==> config.mk <==
export PLATFORM = sky130hd
export DESIGN_NAME = ddr_single_access_engine
export DESIGN_NICKNAME = d
export VERILOG_FILES = /design/src/rtl/ddr_single_access_engine.sv
export SDC_FILE = /design/constraint.sdc
export NUM_CORES = 1
export LEC_CHECK = 0
export CORE_ASPECT_RATIO = 1.2
export CORE_MARGIN = 2
export CORE_UTILIZATION = 40
export CTS_CLUSTER_SIZE = 10
export DETAILED_ROUTE_END_ITERATION = 10
export GPL_TIMING_DRIVEN = 0
export PLACE_DENSITY = 0.77
export SLEW_MARGIN = 5
export SYNTH_ARGS = -nofsm -noshare
export SYNTH_HDL_FRONTEND = slang
export SYNTH_SLANG_ARGS = --single-unit
==> constraint.sdc <==
create_clock -name ui_clk -period 7.59 [get_ports ui_clk]
set_clock_uncertainty 0.2 [all_clocks]
set_input_delay 1.1385 -clock ui_clk [delete_from_list [all_inputs] [get_ports ui_clk]]
set_output_delay 1.1385 -clock ui_clk [all_outputs]
set_load 0.02 [all_outputs]
==> src/rtl/ddr_single_access_engine.sv <==
// Single 64-bit DDR3 read/write on the MIG app_* interface, requested by clk_usb level flags.
// Optional watchdog: define DDR_SINGLE_TIMEOUT_EN.
module ddr_single_access_engine #(
  parameter int pADDR_WIDTH     = 30,
  parameter int pDATA_WIDTH     = 64,
  parameter int pTIMEOUT_CYCLES = 4096
) (
  input  logic                     ui_clk,
  input  logic                     reset_i,
  input  logic                     ddr_single_write,
  input  logic                     ddr_single_read,
  input  logic [pADDR_WIDTH-1:0]   ddr_single_address,
  input  logic [pDATA_WIDTH-1:0]   ddr_single_write_data,
  output logic [pDATA_WIDTH-1:0]   ddr_single_read_data,
  output logic                     ddr_single_done,
  input  logic                     bulk_busy,
  output logic                     single_busy,
  output logic                     app_en,
  output logic [2:0]               app_cmd,
  output logic [pADDR_WIDTH-1:0]   app_addr,
  input  logic                     app_rdy,
  output logic                     app_wdf_wren,
  output logic                     app_wdf_end,
  output logic [pDATA_WIDTH-1:0]   app_wdf_data,
  output logic [pDATA_WIDTH/8-1:0] app_wdf_mask,
  input  logic                     app_wdf_rdy,
  input  logic [pDATA_WIDTH-1:0]   app_rd_data,
  input  logic                     app_rd_data_valid,
  output logic                     timeout_err
);

  typedef enum logic [2:0] {
    IDLE    = 3'd0,
    GRANT   = 3'd1,
    WR      = 3'd2,
    RD_CMD  = 3'd3,
    RD_WAIT = 3'd4,
    DONE    = 3'd5,
    CLEAR   = 3'd6
  } state_t;

  state_t state_q, state_d;

  logic                   wr_req_p0, wr_req_p1;
  logic                   rd_req_p0, rd_req_p1;
  logic                   op_wr_q;
  logic                   en_done_q, wdf_done_q;
  logic [pADDR_WIDTH-1:0] addr_q;
  logic [pDATA_WIDTH-1:0] wdata_q;
  logic [pDATA_WIDTH-1:0] rd_data_q;
  logic                   active;

  assign active = (state_q == WR) || (state_q == RD_CMD) || (state_q == RD_WAIT);

`ifdef DDR_SINGLE_TIMEOUT_EN
  localparam int CNT_W = $clog2(pTIMEOUT_CYCLES + 1);
  logic [CNT_W-1:0] tmo_cnt_q;
  logic             tmo_err_q;
  logic             tmo_hit;

  assign tmo_hit     = active && (tmo_cnt_q == CNT_W'(pTIMEOUT_CYCLES - 1));
  assign timeout_err = tmo_err_q;

  always_ff @(posedge ui_clk or posedge reset_i) begin
    if (reset_i) begin
      tmo_cnt_q <= '0;
      tmo_err_q <= 1'b0;
    end else if (state_q == GRANT) begin
      tmo_cnt_q <= '0;
      tmo_err_q <= 1'b0;
    end else begin
      if (active) tmo_cnt_q <= tmo_cnt_q + CNT_W'(1);
      if (tmo_hit) tmo_err_q <= 1'b1;
    end
  end
`else
  // Without the watchdog the limit has no effect; the flag is a constant 0.
  assign timeout_err = (pTIMEOUT_CYCLES < 0);
`endif

  // Request synchroniser (clk_usb levels -> ui_clk), p0 then p1
  always_ff @(posedge ui_clk or posedge reset_i) begin
    if (reset_i) begin
      wr_req_p0 <= 1'b0;
      wr_req_p1 <= 1'b0;
      rd_req_p0 <= 1'b0;
      rd_req_p1 <= 1'b0;
    end else begin
      wr_req_p0 <= ddr_single_write;
      wr_req_p1 <= wr_req_p0;
      rd_req_p0 <= ddr_single_read;
      rd_req_p1 <= rd_req_p0;
    end
  end

  // Transaction registers: op, address/data snapshot, acceptance flags, read capture
  always_ff @(posedge ui_clk or posedge reset_i) begin
    if (reset_i) begin
      state_q    <= IDLE;
      op_wr_q    <= 1'b0;
      en_done_q  <= 1'b0;
      wdf_done_q <= 1'b0;
      addr_q     <= '0;
      wdata_q    <= '0;
      rd_data_q  <= '0;
    end else begin
      state_q <= state_d;
      if ((state_q == IDLE) && (state_d == GRANT)) op_wr_q <= wr_req_p1;
      if (state_q == GRANT) begin
        addr_q     <= ddr_single_address;
        wdata_q    <= ddr_single_write_data;
        en_done_q  <= 1'b0;
        wdf_done_q <= 1'b0;
      end else if (state_q == WR) begin
        if (app_en && app_rdy) en_done_q <= 1'b1;
        if (app_wdf_wren && app_wdf_rdy) wdf_done_q <= 1'b1;
      end
      if ((state_q == RD_WAIT) && app_rd_data_valid) rd_data_q <= app_rd_data;
    end
  end

  always_comb begin
    state_d         = state_q;
    single_busy     = 1'b0;
    app_en          = 1'b0;
    app_cmd         = 3'b000;
    app_wdf_wren    = 1'b0;
    ddr_single_done = 1'b0;
    case (state_q)
      IDLE: begin
        if ((wr_req_p1 || rd_req_p1) && !bulk_busy) state_d = GRANT;
      end
      GRANT: begin
        single_busy = 1'b1;
        state_d     = op_wr_q ? WR : RD_CMD;
      end
      WR: begin
        // Command and data strobes are accepted independently, in any order.
        single_busy  = 1'b1;
        app_en       = !en_done_q;
        app_wdf_wren = !wdf_done_q;
        if ((en_done_q || app_rdy) && (wdf_done_q || app_wdf_rdy)) state_d = DONE;
      end
      RD_CMD: begin
        single_busy = 1'b1;
        app_en      = 1'b1;
        app_cmd     = 3'b001;
        if (app_rdy) state_d = RD_WAIT;
      end
      RD_WAIT: begin
        single_busy = 1'b1;
        if (app_rd_data_valid) state_d = DONE;
      end
      DONE: begin
        ddr_single_done = 1'b1;
        state_d         = CLEAR;
      end
      CLEAR: begin
        // Wait for the requester to drop its level so it cannot re-trigger.
        if (!wr_req_p1 && !rd_req_p1) state_d = IDLE;
      end
      default: state_d = IDLE;
    endcase
`ifdef DDR_SINGLE_TIMEOUT_EN
    if (tmo_hit) state_d = DONE;
`endif
  end

  assign app_wdf_end          = app_wdf_wren;
  assign app_wdf_mask         = '0;
  assign app_addr             = addr_q;
  assign app_wdf_data         = wdata_q;
  assign ddr_single_read_data = rd_data_q;

endmodule
==> results of run 1 <==
## critical path: stages, from the launching register on
cell and delay, ns:
sky130_fd_sc_hd__dfrtp_1 0.44, sky130_fd_sc_hd__clkbuf_1 0.25, sky130_fd_sc_hd__nor3_1 0.42, sky130_fd_sc_hd__buf_4 0.18
sky130_fd_sc_hd__clkdlybuf4s50_1 0.59
## flip-flops by register name, indices dropped and copies added, names as in the netlist
name,count
ddr_single_read_data,64
app_addr,30
rd_req_p1,1
wr_req_p1,1
wdf_done_q,1
en_done_q,1
rd_req_p0,1
op_wr_q,1
app_wdf_data,64
wr_req_p0,1
state_q,3
## per-stage QoR
step / power, mW / setup slack, ns / util, %
floorplan: 2.97 / 1.70 / -
global placement: 4.11 / -0.275 / 63.1
detailed placement: 4.19 / 4.43 / 63.3
CTS: 5.05 / 3.95 / 66.8
global route: 5.24 / 3.82 / 66.8
finish: 4.99 / 3.96 / 66.8
## cell usage in the layout (no fill, tap or decap), types with 2 or more instances in the layout
| master | synthesis | routed |
|---|---|---|
| sky130_fd_sc_hd__a21oi_1 | 2 | 2 |
| sky130_fd_sc_hd__buf_12 | 5 | 5 |
| sky130_fd_sc_hd__buf_2 | 4 | 4 |
| sky130_fd_sc_hd__buf_4 | 14 | 14 |
| sky130_fd_sc_hd__buf_6 | 7 | 7 |
| sky130_fd_sc_hd__clkbuf_1 | 2 | 4 |
| sky130_fd_sc_hd__clkbuf_16 | 0 | 17 |
| sky130_fd_sc_hd__clkbuf_8 | 0 | 5 |
| sky130_fd_sc_hd__clkdlybuf4s50_1 | 0 | 329 |
| sky130_fd_sc_hd__clkinvlp_4 | 0 | 3 |
| sky130_fd_sc_hd__conb_1 | 1 | 11 |
| sky130_fd_sc_hd__dfrtp_1 | 168 | 168 |
| sky130_fd_sc_hd__mux2_1 | 27 | 27 |
| sky130_fd_sc_hd__mux2_2 | 82 | 82 |
| sky130_fd_sc_hd__mux2_4 | 49 | 49 |
| sky130_fd_sc_hd__nand2_1 | 4 | 4 |
| sky130_fd_sc_hd__nand2b_1 | 3 | 3 |
| sky130_fd_sc_hd__nor2_1 | 6 | 6 |
| sky130_fd_sc_hd__o21ai_0 | 5 | 5 |
## synthesized netlist by cell type
library cell                  n  area share (%)
sky130_fd_sc_hd__a21oi_1      2            0.15
sky130_fd_sc_hd__a22o_1       1            0.13
sky130_fd_sc_hd__and2_1       1           0.093
sky130_fd_sc_hd__and3_1       1           0.093
sky130_fd_sc_hd__and3b_1      1            0.13
sky130_fd_sc_hd__and4bb_1     1            0.19
sky130_fd_sc_hd__buf_12       5             1.5
sky130_fd_sc_hd__buf_2        4            0.30
sky130_fd_sc_hd__buf_4       14             1.6
sky130_fd_sc_hd__buf_6        7             1.2
sky130_fd_sc_hd__clkbuf_1     2            0.11
sky130_fd_sc_hd__conb_1       1           0.056
sky130_fd_sc_hd__dfrtp_1    168              63
sky130_fd_sc_hd__inv_1        2            0.11
sky130_fd_sc_hd__mux2_1      27             4.5
sky130_fd_sc_hd__mux2_2      82              14
sky130_fd_sc_hd__mux2_4      49              11
sky130_fd_sc_hd__nand2_1      4            0.22
sky130_fd_sc_hd__nand2b_1     3            0.28
sky130_fd_sc_hd__nand4_1      1           0.093
sky130_fd_sc_hd__nor2_1       6            0.34
sky130_fd_sc_hd__nor2_2       1           0.093
sky130_fd_sc_hd__nor2b_1      1           0.093
sky130_fd_sc_hd__nor3_1       1           0.075
sky130_fd_sc_hd__nor4_1       1           0.093
sky130_fd_sc_hd__nor4b_1      1            0.13
sky130_fd_sc_hd__o21ai_0      5            0.37
sky130_fd_sc_hd__o22ai_1      1           0.093
sky130_fd_sc_hd__o2bb2ai_1    1            0.13
sky130_fd_sc_hd__o32ai_1      1            0.13
sky130_fd_sc_hd__o41ai_1      1            0.13
sky130_fd_sc_hd__or3_1        1           0.093
sky130_fd_sc_hd__xnor2_1      1            0.13
## worst paths after layout
check                                   to        from  slack (ns)
max                           app_wdf_wren  state_q[0]        3.96
min                              rd_req_p1   rd_req_p0        0.15
max reg2reg                app_wdf_data[4]  state_q[2]        5.71
min reg2reg                      rd_req_p1   rd_req_p0        0.15
max in group asynchronous     app_addr[26]     reset_i        5.37
min in group asynchronous     app_addr[15]     reset_i        1.00
## kinds of logic (layout without fill, tap and decap cells)
group,count (synthesis),count (layout),synth area share (%)
flip-flops,168,168,62.7
AO/OA/AOI/OAI,12,12,1.14
XOR/XNOR,1,1,0.131
buffers and inverters,34,394,4.76
multiplexers,158,158,29.3
other,1,11,0.0559
AND/OR/NAND/NOR,24,24,2.01
## cell type report
type / instances / area share (%)
inverter: 2 / 0.138
clock buffer: 24 / 4.60
timing repair buffer: 330 / 30.4
sequential: 168 / 38.5
buffer: 32 / 2.86
tap: 212 / 2.43
multi-input combinational: 206 / 20.4
clock inverter: 6 / 0.608
## per-layer routing
layer | up-vias | GRT usage (%) | wire length, um
li1 | 2092 | - | -
met1 | 2259 | 21.1 | 6410
met2 | 224 | 37.7 | 9870
met3 | 30 | 8.31 | 1720
met4 | 0 | 7.99 | 403
met5 | - | 0 | 0
## power by group
group / total, mW / switching (mW) / internal (mW)
sequential: 1.60 / 0.245 / 1.35
combinational: 2.56 / 1.15 / 1.41
clock: 0.829 / 0.337 / 0.492
total: 4.99 / 1.73 / 3.26
==> metrics.txt, run 1 <==
status finished, final reports clean; clock tree from TritonCTS done; remaining number of nets flagged by the antenna check after routing 0; number of cells after detailed placement 950; Ports between 300 and 400; CORE AREA 16300 um^2; startpoint kind of the worst setup timing path flop; final std cells w/o fill 980; horizontal die dimension 122 um; type of the setup path with the least slack flop to output pin; minimum period implied by the final worst setup slack around 3.6 ns; worst hold margin 0.147 ns; n_diodes 0; count of H-tree levels built during CTS 4; Peak supply drop 0.000224 V; clock-pin transition on the worst setup and hold timing paths 0.06 ns; Placer Congestion 0.854; clk sink count 168; total length of routed wires ~18000 um; number of max-cap violations 0; antenna violations before repair 0; number of fill cells in the layout 1195; clock latency at the later pin of the worst-skew pair roughly 0.41 ns; via count 4605; count of unresolved DRC violations after routing 0; setup repair after global routing missed its margin false; drt first pass iters 4; total count of max-transition violations in the final report 0; Die Area 17800 um^2; maximum fanout along the worst path 10; drt first-iter violations 141; vias per cell between 4 and 5; Syn. warnings 0; number of CTS-inserted buffers 17; Final Net Count 923; hold depth 0; sequential share of the synthesized area 62.7%; number of cell instances on the worst register-to-register path 5; Setup Fix Bufs, Post-CTS 0; transition time at the pin with the least slew margin between 0.5 and 0.6 ns; number of cells produced by synthesis 398; All-Layer GR Usage about a fifth; cell area reported after detailed placement approximately 10000 um^2; final count of hold timing violations 0; Root Buffer Master sky130_fd_sc_hd__clkbuf_16; clock tree buffer depth 2; Setup TNS 0 ns; maximum operating frequency around 280 MHz; cell area after technology mapping around 6700 um^2; Cell Pwr Density 457 nW/um^2; hold-fix buffers at CTS 0; Mean Syn Cell Area 16.9 um^2; Max-Slew Margin vs Limit 60.7%; wire length of the first global-routing pass about 28000 um; Period Utilization, post-route 47.8%; Synth-to-Final Area Change 62.6%; layout cell share with drive strength beyond 1 roughly a quarter; number of placement rows 51; count of distinct cell types in the synthesized netlist 33; total half-perimeter wirelength after legalization and detailed placement about 14000 um; sort of element at the end of the critical path output pin; vias in the first global route ~5.2k; combined area of the multi-input logic cells 2220 um^2; CP Data Required Time 6.25 ns; Post-CTS Resized 0; Static Leakage 4.62 nW; height of the die ~150 um; maximum number of pins on one net before global-route repair 86; number of storage elements in the synthesis netlist 168; Finished Cell Area 10900 um^2; port buffer count roughly 330; register cell area after layout 4200 um^2; kind of path behind the tightest hold check flop to flop; initial core utilization roughly two fifths; global route overflow 0; routed len/inst 18.8 um; final setup fails 0; arrival time of the worst setup path 2.29 ns
(Power assumes the default switching activity.)
==> inputs of run 2 (changes only) <==
Clock period 7.59 ns to 3.4 ns, I/O delays scaled along.
==> run 2 against run 1 <==
  * Sequential power is 120% higher
  * Non-clock buffer count rose by 3
  * Sequential share of layout area down 0.32 points
  * Register-to-register slack worse by 4.2 ns
  * Via count grew 0.91%
  * Clock power grew 140%
  * Flip-flop and latch count did not move
  * Global-route usage shrank 0.48 points
  * Critical path depth unchanged
  * Final cell count is 0.51% higher
  * Worst setup slack worse by 3.5 ns
==> metrics.txt, run 2 (synthesis results as in run 1) <==
count of unresolved DRC violations after routing 0 (unchanged); number of max-cap violations 0 (unchanged); commonest non-fill, non-tap cell in the layout sky130_fd_sc_hd__clkdlybuf4s50_1; Root Buffer Master sky130_fd_sc_hd__clkbuf_16; Setup Fix Bufs, Post-CTS 0 (unchanged); Peak supply drop 0.000466 V (+110%); busiest grt layer met2; hold-fix buffers at CTS 0 (unchanged); final count of hold timing violations 0 (unchanged); Synth-to-Final Area Change 63.9%; number of placement rows 51 (unchanged); All-Layer GR Usage 20.4% (-0.48 points); n_diodes 0 (unchanged); port buffer count 329 (unchanged); Cell Pwr Density 1020 nW/um^2 (+120%); Ports 341 (unchanged); Placer Congestion 0.825 (-3.4%); clock tree buffer depth 2 (unchanged); sort of element at the end of the critical path output pin; maximum operating frequency 341 MHz; Setup TNS 0 ns (unchanged); horizontal die dimension 122 um (unchanged); status finished, final reports clean; maximum number of pins on one net before global-route repair 43 (-50%); Post-CTS Resized 0 (unchanged); routed len/inst 18.5 um (-1.7%); Final Net Count 926 (+0.33%); layout cell share with drive strength beyond 1 25.5% (+0.49 points); hold depth 0 (unchanged); arrival time of the worst setup path 2.22 ns (-0.07 ns); vias per cell 4.72 (+0.40%); met3 global-route usage 7.56% (-0.74 points); final setup fails 0 (unchanged); Max-Slew Margin vs Limit 52.1% (-8.6 points); startpoint kind of the worst setup timing path flop; number of CTS-inserted buffers 17 (unchanged); wire length of the first global-routing pass 27700 um (-1.7%); final std cells w/o fill 985 (+0.51%); height of the die 146 um (unchanged); CP Data Required Time 2.69 ns (-3.56 ns); total power draw 11.3 mW (+130%); drt first pass iters 4 (unchanged); maximum fanout along the worst path 10 (unchanged); global route overflow 0 (unchanged); CORE AREA 16300 um^2 (unchanged); total half-perimeter wirelength after legalization and detailed placement 14200 um (+1.1%); highest-count cells in the layout ignoring fill and taps sky130_fd_sc_hd__clkdlybuf4s50_1 (329), sky130_fd_sc_hd__dfrtp_1 (168), sky130_fd_sc_hd__mux2_2 (82), sky130_fd_sc_hd__mux2_4 (49), sky130_fd_sc_hd__mux2_1 (27); number of cell instances on the worst register-to-register path 5 (unchanged); transition time at the pin with the least slew margin 0.717 ns (+0.127 ns); antenna violations before repair 0 (unchanged); Period Utilization, post-route 86.1%; minimum period implied by the final worst setup slack between 2 and 3 ns; GRT met2 Usage 36.6% (-1.1 points); clock tree from TritonCTS done; met1 Resource Use GR 20.9% (-0.25 points); initial core utilization 41.1% (unchanged); count of H-tree levels built during CTS 4 (unchanged); total length of routed wires 18200 um (-1.2%); total count of max-transition violations in the final report 0 (unchanged); number of cells after detailed placement 953 (+0.32%); setup repair after global routing missed its margin false; cell area reported after detailed placement 10400 um^2 (+0.47%); Static Leakage 4.67 nW (+0.96%); Reg2Reg Setup Slack 1.52 ns (-4.19 ns); clock-pin transition on the worst setup and hold timing paths 0.06 ns (about the same); drt first-iter violations 187 (+33%); remaining number of nets flagged by the antenna check after routing 0 (unchanged); end-of-flow core utilization 67.3% (+0.56 points); clock latency at the later pin of the worst-skew pair 0.41 ns (about the same); Finished Cell Area 11000 um^2 (+0.84%); kind of path behind the tightest hold check flop to flop; type of the setup path with the least slack flop to output pin; Die Area 17800 um^2 (unchanged); clk sink count 168 (unchanged); via count 4647 (+0.91%); vias in the first global route 5084 (-1.5%)
## run 2: cell types whose count changed in the layout (fill, tap and decap cells not counted)
cell                         delta
sky130_fd_sc_hd__bufinv_16      +2
sky130_fd_sc_hd__inv_6          +4
sky130_fd_sc_hd__clkbuf_8       -4
sky130_fd_sc_hd__clkinvlp_4     -1
sky130_fd_sc_hd__buf_16         -1
sky130_fd_sc_hd__inv_8          -1
sky130_fd_sc_hd__clkinv_4       +2
sky130_fd_sc_hd__buf_12         +4
## run 2: final timing paths
kind	startpoint	end
min	rd_req_p0	rd_req_p1
min reg2reg	rd_req_p0	rd_req_p1
min in group asynchronous	reset_i	app_wdf_data[14]
max	state_q[0]	app_wdf_wren
max reg2reg	state_q[2]	app_wdf_data[55]
max in group asynchronous	reset_i	state_q[2]
## run 2: cell type report
| class | instances | area (um^2) |
|---|---|---|
| Sequential cell | 168 | 4200 |
| Clock buffer | 20 | 447 |
| Timing Repair Buffer | 333 | 3370 |
| Fill cell | 1160 | 5340 |
| Buffer | 32 | 312 |
| Multi-Input combinational cell | 206 | 2220 |
| Inverter | 2 | 11.3 |
| Tap cell | 212 | 265 |
| Clock inverter | 12 | 164 |
## run 2: through the flow
step | worst slack [ns] | hold slack (ns)
2_1_floorplan | 0.549 | 0.131
3_3_place_gp | -0.688 | 0.134
3_5_place_dp | 0.920 | 0.136
4_1_cts | 0.442 | 0.151
5_1_grt | 0.335 | 0.156
6_report | 0.472 | 0.148
## run 2: per-layer routing
layer	wire length [um]	vias up	share of wire, %
met5	0	-	0
met2	9560	229	53
met4	426	0	2.3
li1	-	2101	-
met3	1750	31	9.6
met1	6450	2286	35
## run 2: worst max-delay path, stage by stage (launching register included)
cell and delay [ns]:
sky130_fd_sc_hd__dfrtp_1 0.44, sky130_fd_sc_hd__clkbuf_1 0.23, sky130_fd_sc_hd__nor3_1 0.37, sky130_fd_sc_hd__buf_4 0.17
sky130_fd_sc_hd__clkdlybuf4s50_1 0.59
## run 2: report_power, final
group          switching [mW]  internal (mW)  total [mW]
sequential              0.542           3.02        3.56
clock                   0.784           1.19        1.97
combinational            2.58           3.16        5.74
total                    3.91           7.37        11.3
==> inputs of run 3 (changes only) <==
Settings changed: SLEW_MARGIN 5 to unset.
==> results of run 3 <==
No change in the layout: final DEF, timing and power equal those of run 2.
